===== src/rtl/trim_pkg.sv =====
// Shared definitions for the gain-trim datapath: widths, FSM encoding and the
// round/saturate helper used wherever a magnitude x gain product is narrowed.
package trim_pkg;

  localparam int TRIM_MAG_WIDTH  = 26;
  localparam int TRIM_GAIN_WIDTH = 27;
  localparam int PRODUCT_WIDTH   = TRIM_MAG_WIDTH + TRIM_GAIN_WIDTH;
  localparam int OVERRUN_WIDTH   = 16;

  typedef enum logic [1:0] {
    ST_IDLE    = 2'd0,
    ST_ISSUE   = 2'd1,
    ST_DRAIN   = 2'd2,
    ST_PUBLISH = 2'd3
  } trim_state_t;

  // Gain 1.0 sits at bit GAIN_WIDTH-1, so the magnitude-scaled result starts
  // there; the bit below it is the half-LSB used for round-half-up. A set top
  // product bit or a carry out of the rounding add clamps to all-ones.
  function automatic logic [TRIM_MAG_WIDTH-1:0] round_saturate(
    input logic [PRODUCT_WIDTH-1:0] product
  );
    logic [TRIM_MAG_WIDTH:0] sum;
    sum = {1'b0, product[TRIM_GAIN_WIDTH-1 +: TRIM_MAG_WIDTH]}
        + {{TRIM_MAG_WIDTH{1'b0}}, product[TRIM_GAIN_WIDTH-2]};
    if (product[PRODUCT_WIDTH-1] || sum[TRIM_MAG_WIDTH]) begin
      return '1;
    end
    return sum[TRIM_MAG_WIDTH-1:0];
  endfunction

endpackage


===== src/rtl/trim_sequencer_multiplier.sv =====
// Pipelined unsigned multiplier. The product of operands presented before an
// edge appears on p after NUM_PIPELINE_LEVELS edges. No reset: the contents
// are qualified by the caller's tag pipeline.
module fullMultiplier #(
  parameter int A_WIDTH             = 26,
  parameter int B_WIDTH             = 27,
  parameter int NUM_PIPELINE_LEVELS = 6
) (
  input  logic                       clk,
  input  logic [A_WIDTH-1:0]         a,
  input  logic [B_WIDTH-1:0]         b,
  output logic [A_WIDTH+B_WIDTH-1:0] p
);

  logic [A_WIDTH+B_WIDTH-1:0] pipe [NUM_PIPELINE_LEVELS];

  // Multiply into the first stage, then delay through the remaining stages.
  always_ff @(posedge clk) begin
    pipe[0] <= (A_WIDTH+B_WIDTH)'(a) * (A_WIDTH+B_WIDTH)'(b);
    for (int i = 1; i < NUM_PIPELINE_LEVELS; i++) begin
      pipe[i] <= pipe[i-1];
    end
  end

  assign p = pipe[NUM_PIPELINE_LEVELS-1];

endmodule


===== src/rtl/trim_sequencer.sv =====
// Time-multiplexed gain trim: a strobe latches NUM_GAINS magnitude/gain pairs,
// which are fed one per cycle through a single shared multiplier. Rounded
// results collect in a shadow register and are published together with a
// toggle, so trimmed never shows a partial batch.
// Handshake: strobe is a one-cycle pulse with no back-pressure; it is
// accepted only while busy is low, otherwise it is dropped and counted.
module trim_sequencer
  import trim_pkg::*;
#(
  parameter int NUM_GAINS          = 4,
  parameter int MAG_WIDTH          = TRIM_MAG_WIDTH,   // round_saturate is sized to these
  parameter int GAIN_WIDTH         = TRIM_GAIN_WIDTH,
  parameter int MULTIPLIER_LATENCY = 6
) (
  input  logic                           clk,
  input  logic                           rst_n,
  input  logic                           strobe,
  input  logic [MAG_WIDTH*NUM_GAINS-1:0]  magnitudes,
  input  logic [GAIN_WIDTH*NUM_GAINS-1:0] gains,
  output logic [MAG_WIDTH*NUM_GAINS-1:0]  trimmed,
  output logic                           trimmedToggle,
  output logic                           busy,
  output logic [OVERRUN_WIDTH-1:0]       overrunCount,
  output logic [1:0]                     fsm_state
);

  localparam int IDX_W = $clog2(NUM_GAINS);
  localparam logic [IDX_W-1:0] LAST_IDX = IDX_W'(NUM_GAINS - 1);

  trim_state_t state, state_next;

  logic [MAG_WIDTH*NUM_GAINS-1:0]  mag_hold;
  logic [GAIN_WIDTH*NUM_GAINS-1:0] gain_hold;
  logic [MAG_WIDTH*NUM_GAINS-1:0]  shadow;
  logic [IDX_W-1:0]                issue_idx;

  logic [MULTIPLIER_LATENCY-1:0] tag_valid;
  logic [IDX_W-1:0]              tag_idx [MULTIPLIER_LATENCY];
  logic                          tag_out_valid;
  logic [IDX_W-1:0]              tag_out_idx;

  logic accept, issue_en, publish;

  logic [MAG_WIDTH-1:0]            mult_a;
  logic [GAIN_WIDTH-1:0]           mult_b;
  logic [MAG_WIDTH+GAIN_WIDTH-1:0] mult_p;
  logic [MAG_WIDTH-1:0]            rounded;

  assign tag_out_valid = tag_valid[MULTIPLIER_LATENCY-1];
  assign tag_out_idx   = tag_idx[MULTIPLIER_LATENCY-1];
  assign fsm_state     = state;

  // FSM state register.
  always_ff @(posedge clk or negedge rst_n) begin
    if (!rst_n) state <= ST_IDLE;
    else        state <= state_next;
  end

  // FSM next-state: issue every channel, wait for the last tag, publish.
  always_comb begin
    state_next = state;
    case (state)
      ST_IDLE:    if (strobe) state_next = ST_ISSUE;
      ST_ISSUE:   if (issue_idx == LAST_IDX) state_next = ST_DRAIN;
      ST_DRAIN:   if (tag_out_valid && tag_out_idx == LAST_IDX) state_next = ST_PUBLISH;
      ST_PUBLISH: state_next = ST_IDLE;
      default:    state_next = ST_IDLE;
    endcase
  end

  // FSM outputs: busy covers everything but IDLE, including the publish cycle.
  always_comb begin
    accept   = 1'b0;
    issue_en = 1'b0;
    publish  = 1'b0;
    busy     = 1'b1;
    case (state)
      ST_IDLE: begin
        busy   = 1'b0;
        accept = strobe;
      end
      ST_ISSUE:   issue_en = 1'b1;
      ST_PUBLISH: publish  = 1'b1;
      default:    ;
    endcase
  end

  // Operand holding registers and issue index; inputs are ignored mid-batch.
  always_ff @(posedge clk or negedge rst_n) begin
    if (!rst_n) begin
      mag_hold  <= '0;
      gain_hold <= '0;
      issue_idx <= '0;
    end else if (accept) begin
      mag_hold  <= magnitudes;
      gain_hold <= gains;
      issue_idx <= '0;
    end else if (issue_en) begin
      issue_idx <= issue_idx + 1'b1;
    end
  end

  assign mult_a = mag_hold[32'(issue_idx) * MAG_WIDTH +: MAG_WIDTH];
  assign mult_b = gain_hold[32'(issue_idx) * GAIN_WIDTH +: GAIN_WIDTH];

  fullMultiplier #(
    .A_WIDTH             (MAG_WIDTH),
    .B_WIDTH             (GAIN_WIDTH),
    .NUM_PIPELINE_LEVELS (MULTIPLIER_LATENCY)
  ) u_mult (
    .clk (clk),
    .a   (mult_a),
    .b   (mult_b),
    .p   (mult_p)
  );

  assign rounded = round_saturate(mult_p);

  // Tag pipeline tracks which channel, if any, is leaving the multiplier.
  always_ff @(posedge clk or negedge rst_n) begin
    if (!rst_n) begin
      tag_valid <= '0;
      for (int i = 0; i < MULTIPLIER_LATENCY; i++) tag_idx[i] <= '0;
    end else begin
      tag_valid  <= {tag_valid[MULTIPLIER_LATENCY-2:0], issue_en};
      tag_idx[0] <= issue_idx;
      for (int i = 1; i < MULTIPLIER_LATENCY; i++) tag_idx[i] <= tag_idx[i-1];
    end
  end

  // Shadow register collects each rounded product in its channel slot.
  always_ff @(posedge clk or negedge rst_n) begin
    if (!rst_n) begin
      shadow <= '0;
    end else if (tag_out_valid) begin
      shadow[32'(tag_out_idx) * MAG_WIDTH +: MAG_WIDTH] <= rounded;
    end
  end

  // Publish the complete batch in one edge and flip the completion toggle.
  always_ff @(posedge clk or negedge rst_n) begin
    if (!rst_n) begin
      trimmed       <= '0;
      trimmedToggle <= 1'b0;
    end else if (publish) begin
      trimmed       <= shadow;
      trimmedToggle <= ~trimmedToggle;
    end
  end

  // Count strobes dropped while busy, holding at the maximum.
  always_ff @(posedge clk or negedge rst_n) begin
    if (!rst_n) begin
      overrunCount <= '0;
    end else if (strobe && busy && overrunCount != '1) begin
      overrunCount <= overrunCount + OVERRUN_WIDTH'(1);
    end
  end

endmodule


===== config.mk =====
export PLATFORM = sky130hd
export DESIGN_NAME = trim_sequencer
export DESIGN_NICKNAME = d
export VERILOG_FILES = /design/src/rtl/trim_pkg.sv /design/src/rtl/trim_sequencer_multiplier.sv /design/src/rtl/trim_sequencer.sv
export SDC_FILE = /design/constraint.sdc
export NUM_CORES = 2
export LEC_CHECK = 0
export BUFFER_PORTS_ARGS = -buffer_cell sky130_fd_sc_hd__buf_2
export CAP_MARGIN = 25
export CELL_PAD_IN_SITES_DETAIL_PLACEMENT = 0
export CELL_PAD_IN_SITES_GLOBAL_PLACEMENT = 1
export CORE_UTILIZATION = 30
export DETAILED_ROUTE_END_ITERATION = 16
export PLACE_DENSITY_LB_ADDON = 0.3
export SLEW_MARGIN = 20
export SYNTH_ARGS = -nofsm -noshare
export SYNTH_HDL_FRONTEND = slang
export SYNTH_SLANG_ARGS = --single-unit

===== constraint.sdc =====
create_clock -name clk -period 20.9 [get_ports clk]
set_clock_uncertainty 0.2 [all_clocks]
set_input_delay 6.27 -clock clk [delete_from_list [all_inputs] [get_ports clk]]
set_output_delay 6.27 -clock clk [all_outputs]
set_load 0.02 [all_outputs]

==> qor.txt <==
Die Height = 393.5 um
core box area = 152,100 sq um
first-pass GRT wire length = 218,400 um
postcts setup bufs = 0
most frequent cells in the layout = inv_1 (651), fa_1 (597), nand2_1 (493)
CTS Buf Count = 75
depth of the CTS H-tree = 3
CP max FO = 56
Hold WC Path Type = flop to flop
Distinct cells, synth = 81
Max Cap Viol = 0
fin. max-slew vios = 0
status = finished clean
Post-Syn Instances = 4,404
routed wire length = 144,600 um
crit path kind = flop to flop
crit path launch type = flop
register area = 14,860 sq um
CTS Root Cell = clkbuf_16
CTS sink count = 627
clk_lat worst skew = 0.67 ns
die area = 154,900 sq um
setup TNS = 0 ns
WL per Instance = 21.30 um
initial antenna violation count = 20
GRT Residual Overflow = 0
IO Port Bufs = 338
pin count of the biggest net entering global routing = 155
crit path max-delay cell type = buf_4
#FFs+latches synth = 627
Yosys warning total = 0
drt drc = 0
Clk pin slew, worst setup/hold paths = 0.06 ns
Longest Clk Path Bufs = 3
crit end category = flop
Async SR Flop Fraction = 0.7321
Final Hold Viols = 0
Finish-stage setup viols = 0
vias = 32,486
commonest non-fill, non-tap cell in the layout = inv_1
HPWL after detailed placement = 109,800 um
share of cells above drive strength 1 = 0.2048
Post-synth EDFFs = 0
CTS Hold Bufs = 0
Die Span X = 393.5 um
Initial Util = 0.3024
max incr delay on CP = 0.72 ns
Area Growth Syn to Fin = 15.04%
sequential-to-total area share from yosys stat = 0.3229
Initial DRC Count = 1,948
Slew @ Worst Pin = 1.104 ns
Slew headroom = 0.2594
Final #Nets = 5,704
via-per-instance ratio = 4.784
final core occ = 0.3479
IO Count = 339
Cell Area, Synth = 45,990 sq um
Crit path arrival time = 10.65 ns
Pre-antenna DRT Iters = 5
vias in the first global route = 34,016
number of fill cells = 15,554
multi-input logic area = 27,980 sq um
average cell area after synthesis = 10.44 sq um
Final period util = 0.4943
Final min period = 10.33 ns
antenna viol nets, final = 0
Worst Path Required = 21.22 ns
RSZ-0062 raised after global routing = false
CP dominant cell by count = fa_1
global placer's final weighted congestion = 0.8830
Fmax achieved = 96.80 MHz
gr usage total = 0.1862
CP cell instances = buf_4 -> buf_4 -> mux2_2 -> o21ai_4 -> nor2_1 -> fa_1 -> fa_1 -> inv_1 -> fa_1 -> fa_1 -> fa_1 -> inv_1 -> fa_1 -> fa_1 -> ha_1 -> a21o_1 -> a21o_1 -> a2111oi_1 -> o32ai_1 -> nor2_1 -> o31ai_1 -> o41ai_1 -> o21ai_1 -> xor2_1
CTS tree = yes
Main synth FF type = dfrtp_1
post-cts resize count = 0
row count = 143
Syn Nets = 5,418
[final timing paths]
kind | start | end | slack [ns] | cells past startpoint
setup / recovery | issue_idx[1]$_DFFE_PN0P_ | u_mult.pipe[0][46]$_DFF_P_ | 10.57 | 24
hold / removal | u_mult.pipe[4][48]$_DFF_P_ | u_mult.pipe[5][48]$_DFF_P_ | 0.10 | 0
setup reg to reg | issue_idx[1]$_DFFE_PN0P_ | u_mult.pipe[0][46]$_DFF_P_ | 10.57 | 24
hold reg to reg | u_mult.pipe[4][48]$_DFF_P_ | u_mult.pipe[5][48]$_DFF_P_ | 0.10 | 0
max in group asynchronous | rst_n | gain_hold[19]$_DFFE_PN0P_ | 12.20 | 4
min in group asynchronous | rst_n | trimmed[6]$_DFFE_PN0N_ | 5.49 | 1
[kinds of logic (layout without fill, tap and decap cells)]
| family | after synthesis | count (layout) | synth area share |
|---|---|---|---|
| buffers and inverters | 877 | 1225 | 0.07199 |
| flip-flops | 627 | 627 | 0.3229 |
| AO/OA/AOI/OAI | 455 | 455 | 0.06745 |
| other | 0 | 8 | 0 |
| AND/OR/NAND/NOR | 1151 | 1151 | 0.1047 |
| adder cells (fa/ha/maj) | 799 | 799 | 0.3148 |
| multiplexers | 432 | 432 | 0.1061 |
| XOR/XNOR | 63 | 63 | 0.01200 |
[per-layer routing]
metal  global-route usage  part of all wire  vias up
met4              0.06219             0.031       18
met2               0.2909              0.46      996
met3              0.03257             0.057      220
met5                    0           0.00080        -
li1                     -                 -    14637
met1               0.2599              0.45    16615
[cell usage after synthesis, types with 22 or more instances]
cell type | n | area [sq um]
nand4_1 | 30 | 187.7
fa_1 | 597 | 11950
mux2i_1 | 61 | 610.6
dfrtp_1 | 459 | 11490
xnor2_1 | 41 | 359.1
and2_1 | 29 | 181.4
a22o_1 | 28 | 245.2
o21ai_0 | 97 | 485.5
clkbuf_1 | 196 | 735.7
inv_1 | 651 | 2444
dfxtp_1 | 168 | 3363
o21a_1 | 51 | 382.9
nor2_1 | 456 | 1712
nand3_1 | 31 | 155.2
o21ai_1 | 39 | 195.2
ha_1 | 202 | 2527
nand2_1 | 494 | 1854
nor3_1 | 27 | 135.1
xor2_1 | 22 | 192.7
nand2b_1 | 25 | 156.4
a21oi_1 | 71 | 355.3
mux2_2 | 363 | 4088
[flip-flops by register name, indices dropped and copies added, names as in the netlist]
signal,flops
shadow,104
trimmed,104
fsm_state,2
gain_hold,108
overrunCount,16
u_mult.pipe,168
tag_valid,6
issue_idx,2
trimmedToggle,1
tag_idx,10
mag_hold,104
tag_out_idx,2
[critical path, delay by kind of cell, from the launching register on]
kind                       cells  cell delay, ns
AOI/OAI and AO/OA              8            2.71
xor gates and xnor gates       1            0.16
adders and majority gates      8            3.77
buffers and inverters          4            1.51
DFF                            1            0.49
muxes                          1            0.44
and+or+nand+nor                2            0.73
[area by class of cell]
| type | instances | share of cell area |
|---|---|---|
| Antenna cell | 8 | 0.0003784 |
| Clock buffer | 108 | 0.04144 |
| Tap cell | 2030 | 0.04801 |
| Clock inverter | 31 | 0.007923 |
| Timing Repair Buffer | 433 | 0.04631 |
| Inverter | 653 | 0.04633 |
| Multi-Input combinational cell | 2900 | 0.5288 |
| Sequential cell | 627 | 0.2808 |
[per-stage QoR]
| stage | hold slack [ns] | std cells | cell area, sq um | setup slack, ns |
|---|---|---|---|---|
| 2_1_floorplan | 0.1096 | 4404 | 45990 | 12.43 |
| 3_3_place_gp | 0.1099 | 6641 | 50230 | 10.67 |
| 3_5_place_dp | 0.1121 | 6643 | 50270 | 10.56 |
| 4_1_cts | 0.08766 | 6782 | 52880 | 10.51 |
| 5_1_grt | 0.1058 | 6790 | 52900 | 10.06 |
| 6_report | 0.1021 | 6790 | 52900 | 10.57 |
Power is not shown: default switching activity piles up to over one toggle a cycle in this logic, so the estimate is an artifact.
